===== config.mk =====
export PLATFORM = sky130hd
export DESIGN_NAME = store_buffer
export DESIGN_NICKNAME = d
export VERILOG_FILES = /design/src/rtl/store_buffer_pkg.sv /design/src/rtl/sb_fwd_match.sv /design/src/rtl/store_buffer.sv
export SDC_FILE = /design/constraint.sdc
export NUM_CORES = 1
export LEC_CHECK = 0
export ABC_CLOCK_PERIOD_IN_PS = 8850
export BUFFER_PORTS_ARGS = -buffer_cell sky130_fd_sc_hd__buf_4
export CAP_MARGIN = 0
export CORE_MARGIN = 10
export CORE_UTILIZATION = 45
export CTS_BUF_LIST = sky130_fd_sc_hd__clkbuf_8 sky130_fd_sc_hd__clkbuf_16
export CTS_CLUSTER_SIZE = 30
export DETAILED_ROUTE_END_ITERATION = 8
export PLACE_DENSITY = 0.77
export REMOVE_ABC_BUFFERS = 1
export SKIP_CTS_REPAIR_TIMING = 1
export SLEW_MARGIN = 10
export SYNTH_ARGS = -nofsm -noshare
export SYNTH_HDL_FRONTEND = slang
export SYNTH_SLANG_ARGS = --single-unit

===== constraint.sdc =====
create_clock -name clk -period 8.85 [get_ports clk]
set_input_delay 1.77 -clock clk [delete_from_list [all_inputs] [get_ports clk]]
set_output_delay 1.77 -clock clk [all_outputs]
set_load 0.1 [all_outputs]

===== src/rtl/store_buffer_pkg.sv =====
// Shared sizing and entry record for the CPU-side store buffer.
// The buffer and its forwarding matcher both import this package.
package store_buffer_pkg;

  localparam int SB_DEPTH = 4;
  localparam int SB_AW    = 8;
  localparam int SB_DW    = 32;

  typedef struct packed {
    logic [SB_AW-1:0] addr;
    logic [SB_DW-1:0] data;
  } sb_entry_t;

endpackage


===== src/rtl/sb_fwd_match.sv =====
// Youngest-match search over the live window [head, head+count) of the store buffer.
// Walks oldest to youngest so the last match found wins.
module sb_fwd_match
  import store_buffer_pkg::*;
#(
  parameter int DEPTH = SB_DEPTH,
  parameter int AW    = SB_AW,
  localparam int PW   = $clog2(DEPTH),
  localparam int CW   = PW + 1
) (
  input  sb_entry_t        entries [DEPTH],
  input  logic [PW-1:0]    head,
  input  logic [CW-1:0]    count,
  input  logic [AW-1:0]    key,
  output logic             hit,
  output logic [PW-1:0]    idx
);

  always_comb begin
    hit = 1'b0;
    idx = head;
    for (int k = 0; k < DEPTH; k++) begin
      if ((CW'(k) < count) && (entries[PW'(head + PW'(k))].addr == key)) begin
        hit = 1'b1;
        idx = PW'(head + PW'(k));
      end
    end
  end

endmodule


===== src/rtl/store_buffer.sv =====
// Store buffer between the CPU datapath and DataMemory: stores queue here and drain
// in program order whenever the memory port is not needed by a load.
module store_buffer
  import store_buffer_pkg::*;
#(
  parameter int DEPTH = SB_DEPTH,
  parameter int AW    = SB_AW
) (
  input  logic        clk,
  input  logic        rst,
  input  logic        st_valid,
  input  logic [31:0] st_addr,
  input  logic [31:0] st_data,
  output logic        st_ready,
  input  logic        ld_valid,
  input  logic [31:0] ld_addr,
  output logic [31:0] ld_data,
  output logic [31:0] mem_addr,
  output logic        mem_we,
  output logic        mem_re,
  output logic [31:0] mem_wdata,
  input  logic [31:0] mem_rdata,
  output logic        empty
);

  localparam int PW = $clog2(DEPTH);
  localparam int CW = PW + 1;

  sb_entry_t      ent [DEPTH];
  logic [PW-1:0]  head;
  logic [PW-1:0]  tail;
  logic [CW-1:0]  count;
  logic           push;
  logic           pop;
  logic           fwd_hit;
  logic [PW-1:0]  fwd_idx;
  logic           unused_addr_bits;

  // Only the word-index bits take part in compare and drain.
  assign unused_addr_bits = ^{st_addr[31:AW], ld_addr[31:AW]};

  assign st_ready = (count != CW'(DEPTH));
  assign empty    = (count == '0);
  assign push     = st_valid && st_ready;
  assign pop      = !ld_valid && !empty;

  always_ff @(posedge clk or negedge rst) begin
    if (!rst) begin
      head  <= '0;
      tail  <= '0;
      count <= '0;
    end else begin
      if (push) tail <= tail + 1'b1;
      if (pop)  head <= head + 1'b1;
      case ({push, pop})
        2'b10:   count <= count + 1'b1;
        2'b01:   count <= count - 1'b1;
        default: count <= count;
      endcase
    end
  end

  // Entry payload needs no reset; the matcher only looks inside count.
  always_ff @(posedge clk) begin
    if (push) begin
      ent[tail].addr <= st_addr[AW-1:0];
      ent[tail].data <= st_data;
    end
  end

  always_comb begin
    mem_we    = 1'b0;
    mem_re    = 1'b0;
    mem_addr  = '0;
    mem_wdata = '0;
    if (ld_valid) begin
      mem_re   = 1'b1;
      mem_addr = ld_addr;
    end else if (!empty) begin
      mem_we    = 1'b1;
      mem_addr  = 32'(ent[head].addr);
      mem_wdata = ent[head].data;
    end
  end

  sb_fwd_match #(
    .DEPTH (DEPTH),
    .AW    (AW)
  ) u_fwd_match (
    .entries (ent),
    .head    (head),
    .count   (count),
    .key     (ld_addr[AW-1:0]),
    .hit     (fwd_hit),
    .idx     (fwd_idx)
  );

  assign ld_data = fwd_hit ? ent[fwd_idx].data : mem_rdata;

endmodule


# Word level (Yosys, flattened, before mapping)
# Cells that the tools add are included.
[op_classes]
n_addsub = 6
n_mul = 0
n_eq_ne = 7
n_mux = 37
shifts = 0
n_div = 0
n_reduce_logical = 11
magnitude_cmp = 11
bitwise_logic = 6
[ops]
columns = ["operator", "count"]
rows = [
  ["$bmux 40 s2", 5],
  ["$mux 40", 9],
  ["$bwmux 160", 2],
  ["$mux 32", 7],
  ["$demux 40 s2", 2],
  ["$eq 8x8->1", 4],
  ["$ge 3x3->1 const B", 6],
  ["$not 2->3", 6],
  ["$mux 8", 1],
  ["$logic_and 1x1->1", 7],
  ["$mux 1", 7],
  ["$lt 1x3->1 const A", 2],
  ["$lt 2x3->1 const A", 2],
  ["$mux 2", 3],
  ["$pmux 3 s2", 1],
  ["$add 2x1->2 const B", 2],
  ["$add 2x2->2 const B", 2],
  ["$add 3x1->3 const B", 1],
  ["$logic_not 3->1", 1],
  ["$lt 3x1->1 const B", 1],
  ["$ne 3x3->1 const B", 1],
  ["$sub 3x1->3 const B", 1],
  ["$eq 2x1->1 const B", 1],
  ["$eq 2x2->1 const B", 1],
  ["2 further kinds", 3],
]
[word_totals]
elab_cells = 89
regBits = 167
ram_bits = 0
latchBits = 0
memories = 0
mem_bits_ro = 0

# Longest topological paths before layout
# Gate-level depths: netlist of run 1.
[depth]
depth_word = 15
mapped_depth = 15

# Cells and area by module
# A second synthesis of run 1 with hierarchy kept.
[unflattened]
cells_unflattened = 678
hier_area_um2 = 10136.0
[by_module_without_submodules]
columns = ["mod", "instances", "cells_per_inst", "seq_area_each_um2", "area_each_um2"]
rows = [
  ["store_buffer", 1, 534, 4979.8, 8838.5],
  ["sb_fwd_match", 1, 144, 0.0, 1297.5],
]

# Least setup slack after synthesis of run 1
# Ideal clock, no wire load.
[synth_path]
kind = "input to output"
startpoint = "in ld_addr[2]"
endpoint = "out ld_data[0]"
arrival_ns = 5.255
setup_slack_ns = 1.825
required_ns = 7.080
cell_stages = 10
path_cell_list = "clkbuf_1 xnor2_1 nor4_1 mux2_4 and2_0 or4_1 buf_4 a21boi_4 buf_2 a32oi_1"
[synth_between]
elab_chain_cells = 10
[synth_rtl]
columns = ["element", "line", "rtl"]
rows = [
  ["start, declared", "store_buffer.sv:16", "input logic [31:0] ld_addr,"],
  ["$eq 8x8->1", "sb_fwd_match.sv:23", "if ((CW'(k) < count) && (entries[PW'(head + PW'(k))].addr == key)) begin"],
  ["$logic_and 1x1->1", "sb_fwd_match.sv:23", ""],
  ["$mux 2 (3 in a row)", "sb_fwd_match.sv:23", ""],
  ["$not 2->3 (not written as such)", "store_buffer.sv:98", "assign ld_data = fwd_hit ? ent[fwd_idx].data : mem_rdata;"],
  ["$bmux 40 s2", "store_buffer.sv:98", ""],
  ["$mux 32 (not written as such) (2 in a row)", "store_buffer.sv:98", ""],
  ["$mux 32 (*)", "store_buffer.sv:98", ""],
  ["end, declared", "store_buffer.sv:17", "output logic [31:0] ld_data,"],
]
# Mark *: on every way between the ends. The rest lies on a longest branch, timed or not. The select of a mux whose other input is x is not followed.

# Final worst setup path of run 1
[layout_path]
startpoint = "in ld_addr[2]"
endpoint = "out ld_data[25]"
# Same word-level chain as after synthesis.

==> results of run 1 <==
-- per-stage QoR --
| step | cells | hold slack [ns] | total power (uW) | worst slack (ns) | util |
|---|---|---|---|---|---|
| floorplan | 756 | 0.532 | 3120 | 0.264 | - |
| finish | 1291 | 0.640 | 4420 | 1.57 | 0.558 |
| detailed placement | 1259 | 0.626 | 3760 | 1.66 | 0.533 |
| global route | 1291 | 0.667 | 4610 | 1.40 | 0.558 |
| global placement | 1259 | 0.597 | 3720 | 1.70 | 0.533 |
| CTS | 1291 | 0.634 | 4440 | 1.67 | 0.558 |
-- kinds of logic after synthesis --
kind of cell | after synthesis
AO/OA/AOI/OAI | 116
XOR/XNOR | 46
adder cells (fa/ha/maj) | 9
buffers and inverters | 77
flip-flops | 167
multiplexers | 87
AND/OR/NAND/NOR | 324
-- power breakdown --
| part | internal (uW) | leakage [uW] | total (uW) | switching, uW |
|---|---|---|---|---|
| sequential | 1120 | 0.00156 | 1300 | 178 |
| combinational | 774 | 0.00285 | 2440 | 1670 |
| clock | 359 | 0.000257 | 682 | 324 |
| total | 2250 | 0.00467 | 4420 | 2170 |
-- area by class of cell --
class / count / area, um^2 / share of cell area
clock buffer: 17 / 425 / 0.0350
sequential: 167 / 4980 / 0.410
clock inverter: 15 / 101 / 0.00833
tap: 280 / 350 / 0.0288
timing repair buffer: 223 / 1670 / 0.138
inverter: 7 / 26.3 / 0.00216
multi-input combinational: 582 / 4610 / 0.379
-- worst paths after layout --
path | start | to | slack, ns | cells after the start
min in group asynchronous | rst | head[0] | 1.15 | 1
max in group asynchronous | rst | head[1] | 7.55 | 1
max reg2reg | count[0] | count[2] | 6.01 | 10
max | ld_addr[2] | ld_data[25] | 1.57 | 10
min reg2reg | count[1] | count[1] | 0.64 | 2
min | count[1] | count[1] | 0.64 | 2
-- flip-flops by register name, indices dropped and copies added, names as in the netlist --
register,cells
count,3
ent,160
head,2
tail,2
-- metal layers --
| layer | wire length (um) | share of wire |
|---|---|---|
| met5 | 0 | 0 |
| met1 | 11500 | 0.38 |
| met4 | 340 | 0.011 |
| met3 | 3100 | 0.10 |
| met2 | 15400 | 0.51 |
-- critical path, delay by kind of cell --
family,cells,cell delay [ns]
AOI/OAI and AO/OA,1,0.31
buffers and inverters,2,0.51
muxes,1,0.13
and+or+nand+nor,5,2.63
xor gates and xnor gates,1,0.15
-- placed cells by master, fill, tap and decap left out, types with 4 or more instances in the layout --
cell	n
inv_1	8
a32oi_2	10
a32oi_1	21
mux2i_1	43
ha_1	9
inv_6	5
nand2_1	104
dfrtp_1	5
xor2_1	11
clkbuf_16	17
nor3_1	5
xnor2_1	35
buf_4	223
and3_2	5
mux4_2	37
o22ai_1	31
edfxtp_1	160
a22o_1	5
nor2_1	5
a21boi_0	31
nor4_1	4
and2_1	188
o21ai_0	5
==> results_dict.tcl, run 1 <==
set metrics [dict create \
    status "finished clean" \
    vias 7512 \
    place_congestion 0.806 \
    use_met3 0.0595 \
    clk_path_buf_depth 2 \
    overflow 0 \
    layout-drive-gt1-share 0.317 \
    top_usage_layer "met2" \
    syn_inst 826 \
    place_hpwl_um 18900 \
    critPathSlowestCell "and3_2" \
    met2_usage 0.357 \
    grt_usage 0.207 \
    routed_wirelength_um 30300 \
    synth_top_flop_cell "edfxtp_1" \
    clk_latency_ns 0.43 \
    slew_viol_final 0 \
    fin_nets 1139 \
    max-cap-violations 0 \
    die_h_um 169 \
    finalInstanceArea_um2 12200 \
    tightestPinTransition_ns 1.01 \
    crit_path_frequent_cell "buf_4" \
    yosys-top-cells-count "188 x and2_1, 160 x edfxtp_1, 104 x nand2_1" \
    synth-simple-area-share 0.176 \
    yosys.area.top_type "edfxtp_1" \
    synth_top_area_share 0.481 \
    synthAdderAreaFrac 0.0113 \
    tns_ns 0 \
    leakagePower_uw 0.00467 \
    die_area_um2 28600 \
    grt_max_degree 43 \
    wire_per_inst_um 23.5 \
    antenna_left 0 \
    clk_pin_slew_ns 0.06 \
    cts_sinks 167 \
    yosys_warnings 0 \
    drt_iter0_markers 610 \
    yosys.area_share.xor_xnor 0.0403 \
    root_buffer "clkbuf_16" \
    antenna_cells 0 \
    muxShareOfSynthArea 0.136 \
    dr.pass1.iters 5 \
    row_count 54 \
    synth-compound-area-share 0.0965 \
    pin_count 232 \
    fmax_mhz 137 \
    grtUsageMet1 0.246 \
    crit_arrival_ns 5.51 \
    skew_ns 0.0153 \
    synth_edf_count 160 \
    crit_chain "buf_4 > xnor2_1 > nor4_1 > mux2i_1 > nor3_1 > or4_2 > and3_2 > nand2_1 > a32oi_1 > buf_4" \
    synth_seq_cells 167 \
    rsz0062_at_grt "false" \
    slew_headroom 0.326 \
    min_period_over_period 0.823 \
    cts-buffers-inserted 17 \
    crit_path_max_fanout 36 \
    syn_area_um2 9990 \
    drc 0 \
    syn_avg_cell_area_um2 12.1 \
    ys_top_cells_by_area "edfxtp_1 48%, and2_1 12%, mux4_2 8.3%" \
    ctsHtreeMaxLevel 4 \
    cts_tree "built" \
    worstSetupPathType "in2out" \
    synth.most_common_cell "and2_1" \
    area.growth.synth_to_final_pct 21.7 \
    initial_core_util 0.458 \
    min_period_ns 7.28 \
    hold_class "reg2reg" \
    synthArstFlopShare 0.0419 \
    place_area_um2 11600 \
    setup_violations 0 \
    nFillCells 1855 \
    peakVddDrop_mv 0.206 \
    grt_pass1_wl_um 45800 \
    required_ns 7.08 \
    end_kind "output pin" \
    slowest_delay_ns 0.98 \
    portBuffers 207 \
    core-area_um2 21800 \
    p_per_area_nw_per_um2 363 \
    finalHoldViolCount 0 \
    ys_seq_area_frac 0.498 \
    cp-start-kind "input port" \
    yosysUniqueCellTypes 51 \
    via_per_inst 5.82 \
    antenna_found_initial 0 \
    grt_pass1_vias 7971 \
    synth_top_family_by_area "simple AND/OR/NAND/NOR gates" \
    die_w_um 169 \
]
Power figures use the tool's default switching activity.
==> run 2, diff against run 1 <==
--- a/config.mk
+++ b/config.mk
@@ -5,7 +5,8 @@
 export SDC_FILE = /design/constraint.sdc
 export NUM_CORES = 1
 export LEC_CHECK = 0
-export ABC_CLOCK_PERIOD_IN_PS = 8850
+export ABC_AREA = 1
+export ABC_CLOCK_PERIOD_IN_PS = 6900
 export BUFFER_PORTS_ARGS = -buffer_cell sky130_fd_sc_hd__buf_4
 export CAP_MARGIN = 0
 export CORE_MARGIN = 10
@@ -13,7 +14,7 @@
 export CTS_BUF_LIST = sky130_fd_sc_hd__clkbuf_8 sky130_fd_sc_hd__clkbuf_16
 export CTS_CLUSTER_SIZE = 30
 export DETAILED_ROUTE_END_ITERATION = 8
-export PLACE_DENSITY = 0.77
+export PLACE_DENSITY = 0.76
 export REMOVE_ABC_BUFFERS = 1
 export SKIP_CTS_REPAIR_TIMING = 1
 export SLEW_MARGIN = 10
==> constraint.sdc (replaced) <==
create_clock -name clk -period 6.9 [get_ports clk]
set_input_delay 1.38 -clock clk [delete_from_list [all_inputs] [get_ports clk]]
set_output_delay 1.38 -clock clk [all_outputs]
set_load 0.1 [all_outputs]
==> run 2 against run 1 <==
Largest power group unchanged. Sequential share of layout area decreased by 3.2 points. Clock power increased by 41%. Synthesized area increased by 9.6%. Highest routed layer is now met5. Register-to-register slack got worse by 1.5 ns. Largest cell class unchanged.
==> results_dict.tcl, run 2 <==
set metrics [dict create \
    vias 10500 \
    ys_top_cells_by_area "edfxtp_1 44%, nand2_1 20%, inv_1 9.0%" \
    ys_seq_area_frac 0.455 \
    area.growth.synth_to_final_pct 20.5 \
    clk_latency_ns 0.44 \
    die_area_um2 31000 \
    portBuffers 207 \
    root_buffer "clkbuf_16" \
    largest_register_ffs 160 \
    slew_headroom 0.334 \
    slew_viol_final 0 \
    min_period_ns 6.40 \
    cts-buffers-inserted 17 \
    hp-start "count[1]" \
    peakVddDrop_mv 0.310 \
    skew_ns 0.0103 \
    tightestPinTransition_ns 0.999 \
    min_period_over_period 0.928 \
    pwr-share-clk 0.152 \
    grt_usage 0.214 \
    layout_commonest_cell "nand2_1" \
    grt_pass1_vias 10200 \
    grt_pass1_wl_um 52600 \
    pwr-share-seq 0.240 \
    syn_inst 1488 \
    wire_per_inst_um 17.1 \
    crit_path_max_fanout 33 \
    clk_pin_slew_ns 0.07 \
    max-cap-violations 0 \
    regMostFlops "ent" \
    setup_violations 0 \
    core-area_um2 24100 \
    fin_cells 1984 \
    syn_avg_cell_area_um2 7.36 \
    routed_wirelength_um 33800 \
    final_cell_mix "574 x nand2_1, 264 x inv_1, 225 x buf_4" \
    leakagePower_uw 0.00716 \
    finalHoldViolCount 0 \
    synth_top_area_share 0.439 \
    cts_sinks 167 \
    fin_nets 1787 \
    cts_tree "built" \
    synthArstFlopShare 0.0419 \
    overflow 0 \
    antenna_left 0 \
    p_per_area_nw_per_um2 479 \
    cp-start-kind "register" \
    place_hpwl_um 21400 \
    crit_path_start "head[0]" \
    drt_iter0_markers 1158 \
    internal_power_uw 2870 \
    setup_ws_ns 0.497 \
    r2r-start "count[0]" \
    antenna_found_initial 1 \
    switching_share 0.547 \
    row_count 57 \
    crit_arrival_ns 5.02 \
    ctsHtreeMaxLevel 4 \
    grt_max_degree 65 \
    power_uw 6320 \
    die_h_um 176 \
    initial_core_util 0.454 \
    tns_ns 0 \
    yosysUniqueCellTypes 33 \
    rsz0062_at_grt "false" \
    fmax_mhz 156 \
    synth_top_flop_cell "edfxtp_1" \
    dp.cells 1951 \
    status "finished clean" \
    yosys.area.top_type "edfxtp_1" \
    whs_ns 0.564 \
    combPwrFrac 0.608 \
    yosys-top-cells-count "574 x nand2_1, 263 x inv_1, 179 x nand3_1" \
    synth.most_common_cell "nand2_1" \
    layout-drive-gt1-share 0.179 \
    die_w_um 176 \
    nFillCells 2242 \
    post-place-ws_ns 1.05 \
    required_ns 5.52 \
    place_congestion 0.934 \
    p_switching_uw 3460 \
    yosys_warnings 0 \
    synth_seq_cells 167 \
    dr.pass1.iters 5 \
    synth_edf_count 160 \
    via_per_inst 5.28 \
    clk_path_buf_depth 2 \
    syn_area_um2 10900 \
    pin_count 232 \
    end_kind "output pin" \
    hold_class "reg2reg" \
    reg_top3 "ent (160), count (3)" \
    drc 0 \
    worstSetupPathType "reg2out" \
]
==> run 2: changes by cell type after synthesis, moves of 32 or more <==
cell / delta
nand2_1: +470
inv_1: +256
and2_1: -188
nand3_1: +177
nor2_1: +56
mux2i_1: -43
mux4_2: -37
xnor2_1: -33
a221oi_1: +32
==> run 2: layout make-up <==
type | instances | area, um^2 | share of cell area
diodes | 1 | 2.50 | 0.000190
clock buffers | 17 | 425 | 0.0323
clock inverters | 15 | 170 | 0.0129
well taps | 324 | 405 | 0.0307
repair buffers | 225 | 1690 | 0.128
inverters | 266 | 1000 | 0.0759
flip-flops and latches | 167 | 4980 | 0.378
multi-input cells | 969 | 4520 | 0.342
==> run 2: path summary, 6_finish.rpt <==
check | endpoint | slack [ns] | cells after the start
max in group asynchronous | count[1] | 6.02 | 1
setup reg to reg | ent[116] | 4.51 | 6
min in group asynchronous | tail[0] | 0.75 | 1
hold reg to reg | count[1] | 0.56 | 2
setup / recovery | ld_data[9] | 0.50 | 18
hold / removal | count[1] | 0.56 | 2
==> run 2: power groups by stage <==
stage	registers, uW	clock network (uW)	logic, uW
global placement	1520	0	3740
floorplan	1530	0	2750
global route	1540	1010	4160
finish	1520	962	3850
detailed placement	1540	0	3810
CTS	1510	965	3820
==> run 2: per-stage QoR <==
| step | area (um^2) | utilization |
|---|---|---|
| after floorplan | 10500 | - |
| after global placement | 12600 | 0.522 |
| after detailed placement | 12600 | 0.522 |
| after CTS | 13200 | 0.547 |
| after global routing | 13200 | 0.547 |
| final | 13200 | 0.547 |
==> run 2: worst max-delay path, stage by stage (launching register included) <==
cell	delay, ns
dfrtp_1	0.99
nand2_4	0.56
nand2_2	0.56
nand2_1	0.14
nand3_1	0.11
nand2_1	0.07
inv_1	0.06
nand2_1	0.05
nor2_1	0.19
nand3_2	0.11
nand2_1	0.13
nand3_1	0.12
nand2_1	0.09
nand2_1	0.06
nand2_2	0.66
nand2_1	0.13
nand3_1	0.20
nand2_1	0.08
buf_4	0.24
==> run 2: cell families after synthesis <==
family | share of synthesized area
compound gates | 0.0611
xor+xnor | 0.00720
fa+ha+maj | 0.0103
buf+inv | 0.136
flops | 0.455
simple gates | 0.331
==> run 2: layer usage <==
metal / routed length, um / part of all wire / global-route usage
met5: 13 / 0.00038 / 0
met4: 606 / 0.018 / 0.0714
met3: 3540 / 0.10 / 0.0506
met2: 16500 / 0.49 / 0.368
met1: 13200 / 0.39 / 0.260
==> run 3, diff against run 2 <==
--- a/config.mk
+++ b/config.mk
@@ -14,10 +14,11 @@
 export CTS_BUF_LIST = sky130_fd_sc_hd__clkbuf_8 sky130_fd_sc_hd__clkbuf_16
 export CTS_CLUSTER_SIZE = 30
 export DETAILED_ROUTE_END_ITERATION = 8
-export PLACE_DENSITY = 0.76
+export PLACE_DENSITY = 0.75
 export REMOVE_ABC_BUFFERS = 1
 export SKIP_CTS_REPAIR_TIMING = 1
 export SLEW_MARGIN = 10
 export SYNTH_ARGS = -nofsm -noshare
 export SYNTH_HDL_FRONTEND = slang
+export SYNTH_HIERARCHICAL = 1
 export SYNTH_SLANG_ARGS = --single-unit
==> run 3 against run 2 <==
Sequential power up 5%. Via count grew 5.9%. Global-route usage down 1.2 points. Routed wire length increased by 3.0%. Clock power about the same. Synthesized area increased by 7.5%. Sequential share of layout area fell by 1.8 points. Hold slack worse by 0.024 ns. Combinational power rose by 14%. Sequential cell count unchanged. Critical endpoint is now ld_data[16]. Largest power group unchanged.
==> results_dict.tcl, run 3 <==
set metrics [dict create \
    grt_max_degree 82 \
    crit_family "buffers and inverters" \
    setup_ws_ns 1.14 \
    clk_latency_ns 0.43 \
    cts_tree "built" \
    ys_seq_area_frac 0.423 \
    grt_pass1_vias 10600 \
    layout_commonest_cell "nand2_1" \
    synth.most_common_cell "nand2_1" \
    crit_path_start "head[0]" \
    status "finished clean" \
    die_area_um2 33000 \
    final_core_util 0.535 \
    die_w_um 182 \
    syn_inst 1711 \
    max-cap-violations 0 \
    grt_pass1_wl_um 54000 \
    layout-drive-gt1-share 0.169 \
    root_buffer "clkbuf_16" \
    ys_top_cells_by_area "edfxtp_1 41%, nand2_1 25%, inv_1 10%" \
    min_period_ns 5.76 \
    antenna_found_initial 1 \
    place_hpwl_um 22000 \
    r2r-start "tail[0]" \
    drt_iter0_markers 1041 \
    largest_register_ffs 160 \
    row_count 59 \
    hp-start "tail[1]" \
    cts_sinks 167 \
    p_per_area_nw_per_um2 498 \
    synth_edf_count 160 \
    nFillCells 2400 \
    post-place-ws_ns 1.66 \
    path_buf_inv 5 \
    crit_chain "buf_4 > nand2_1 > nand2_1 > nand2_1 > nand2_1 > xor2_1 > nand2_1 > nor2_1 > nand3_1 > nand2_1 > nand3_1 > nand2_1 > inv_2 > inv_2 > buf_4 > nand2_1 > nand3_1 > nand2_1 > nand2_1 > nand2_1 > buf_4" \
    cts-buffers-inserted 17 \
    worstHoldPathCells 2 \
    tns_ns 0 \
    antenna_cells 0 \
    pin_count 232 \
    finalInstanceArea_um2 13900 \
    finalHoldViolCount 0 \
    initial_core_util 0.454 \
    hold_class "reg2reg" \
    cp-start-kind "register" \
    core-area_um2 25900 \
    worstRegToRegCells 6 \
    grt_usage 0.203 \
    min_period_over_period 0.835 \
    synth_top_area_share 0.408 \
    yosysUniqueCellTypes 37 \
    ff2ff_setup_slack_ns 4.46 \
    tightestPinTransition_ns 1.05 \
    synth_seq_cells 167 \
    skew_ns 0.0144 \
    yosys_warnings 6 \
    yosys-top-cells-count "780 x nand2_1, 329 x inv_1, 202 x nand3_1" \
    slew_headroom 0.296 \
    required_ns 5.52 \
    place_congestion 0.884 \
    timing.rr.end "ent[64]" \
    rsz0062_at_grt "false" \
    die_h_um 182 \
    dr.pass1.iters 7 \
    overflow 0 \
    critPathSlowestCell "dfrtp_4" \
    reg_top3 "ent (160), count (3)" \
    slowest_delay_ns 0.77 \
    place_area_um2 13300 \
    setup_violations 0 \
    crit_path_frequent_cell "nand2_1" \
    worstSetupPathType "reg2out" \
    yosys.area.top_type "edfxtp_1" \
    regMostFlops "ent" \
    crit_arrival_ns 4.38 \
    fin_nets 2000 \
    synthArstFlopShare 0.0419 \
    vias 11100 \
    final_cell_mix "780 x nand2_1, 329 x inv_1, 225 x buf_4" \
    area.growth.synth_to_final_pct 17.8 \
    clk_path_buf_depth 2 \
    fmax_mhz 174 \
    via_per_inst 5.02 \
    ctsHtreeMaxLevel 4 \
    leakagePower_uw 0.00778 \
    antenna_left 0 \
    slew_viol_final 0 \
    end_kind "output pin" \
    crit_path_max_fanout 46 \
    routed_wirelength_um 34800 \
    syn_avg_cell_area_um2 6.88 \
    synth_top_flop_cell "edfxtp_1" \
    min_delay_worst_endpoint "tail[1]" \
    syn_area_um2 11800 \
    wire_per_inst_um 15.8 \
    clk_pin_slew_ns 0.07 \
    power_uw 6910 \
    drc 0 \
    peakVddDrop_mv 0.403 \
    portBuffers 207 \
]
## run 3: changes by cell type after synthesis, moves of 29 or more
cell / change
nand2_1: +206
inv_1: +66
o22ai_1: -39
a221oi_1: -32
clkbuf_1: -32
nor2_1: -31
a21oi_2: +29
buf_2: +29
## run 3: layer usage
layer / vias up / routed length, um / GRT usage
li1: 5483 / - / -
met1: 5009 / 14000 / 0.247
met4: 2 / 618 / 0.0609
met3: 49 / 3590 / 0.0529
met5: - / 13 / 0
met2: 541 / 16600 / 0.345
## run 3: worst max-delay path by stage
stage                              to  cells after the start
final                     ld_data[16]                     21
after global routing      ld_data[16]                     21
after CTS                 ld_data[16]                     21
after detailed placement   ld_data[5]                     18
after global placement     ld_data[5]                     18
after floorplan            ld_data[0]                     22
## run 3: logic make-up after synthesis
group | Yosys count | synth area share
buffers and inverters | 428 | 0.162
AOI/OAI and AO/OA | 71 | 0.0446
DFF | 167 | 0.423
xor gates and xnor gates | 13 | 0.00967
adders and majority gates | 6 | 0.00701
and+or+nand+nor | 1026 | 0.354
## run 3: report_power, final
group / switching [uW] / total [uW] / internal, uW
Sequential: 137 / 1590 / 1450
Clock: 419 / 961 / 542
Combinational: 3330 / 4370 / 1040
## run 3: final cells by class
cell class,count,area [um^2],share of cell area
flip-flops and latches,167,4980,0.359
multi-input cells,1116,4910,0.354
well taps,335,419,0.0302
clock buffers,17,425,0.0307
clock inverters,15,169,0.0122
repair buffers,225,1690,0.122
inverters,335,1270,0.0915
## run 3: worst reg2reg max path: cells and delay by family (launching register included)
family / cells / cell delay [ns]
DFF: 1 / 0.41
adders and majority gates: 1 / 0.15
and+or+nand+nor: 1 / 0.20
buffers and inverters: 4 / 1.26
## run 3: stage by stage
stage,hold slack (ns),cells
2_1_floorplan,0.492,1618
3_3_place_gp,0.523,2178
3_5_place_dp,0.530,2178
4_1_cts,0.547,2210
5_1_grt,0.619,2210
6_report,0.540,2210
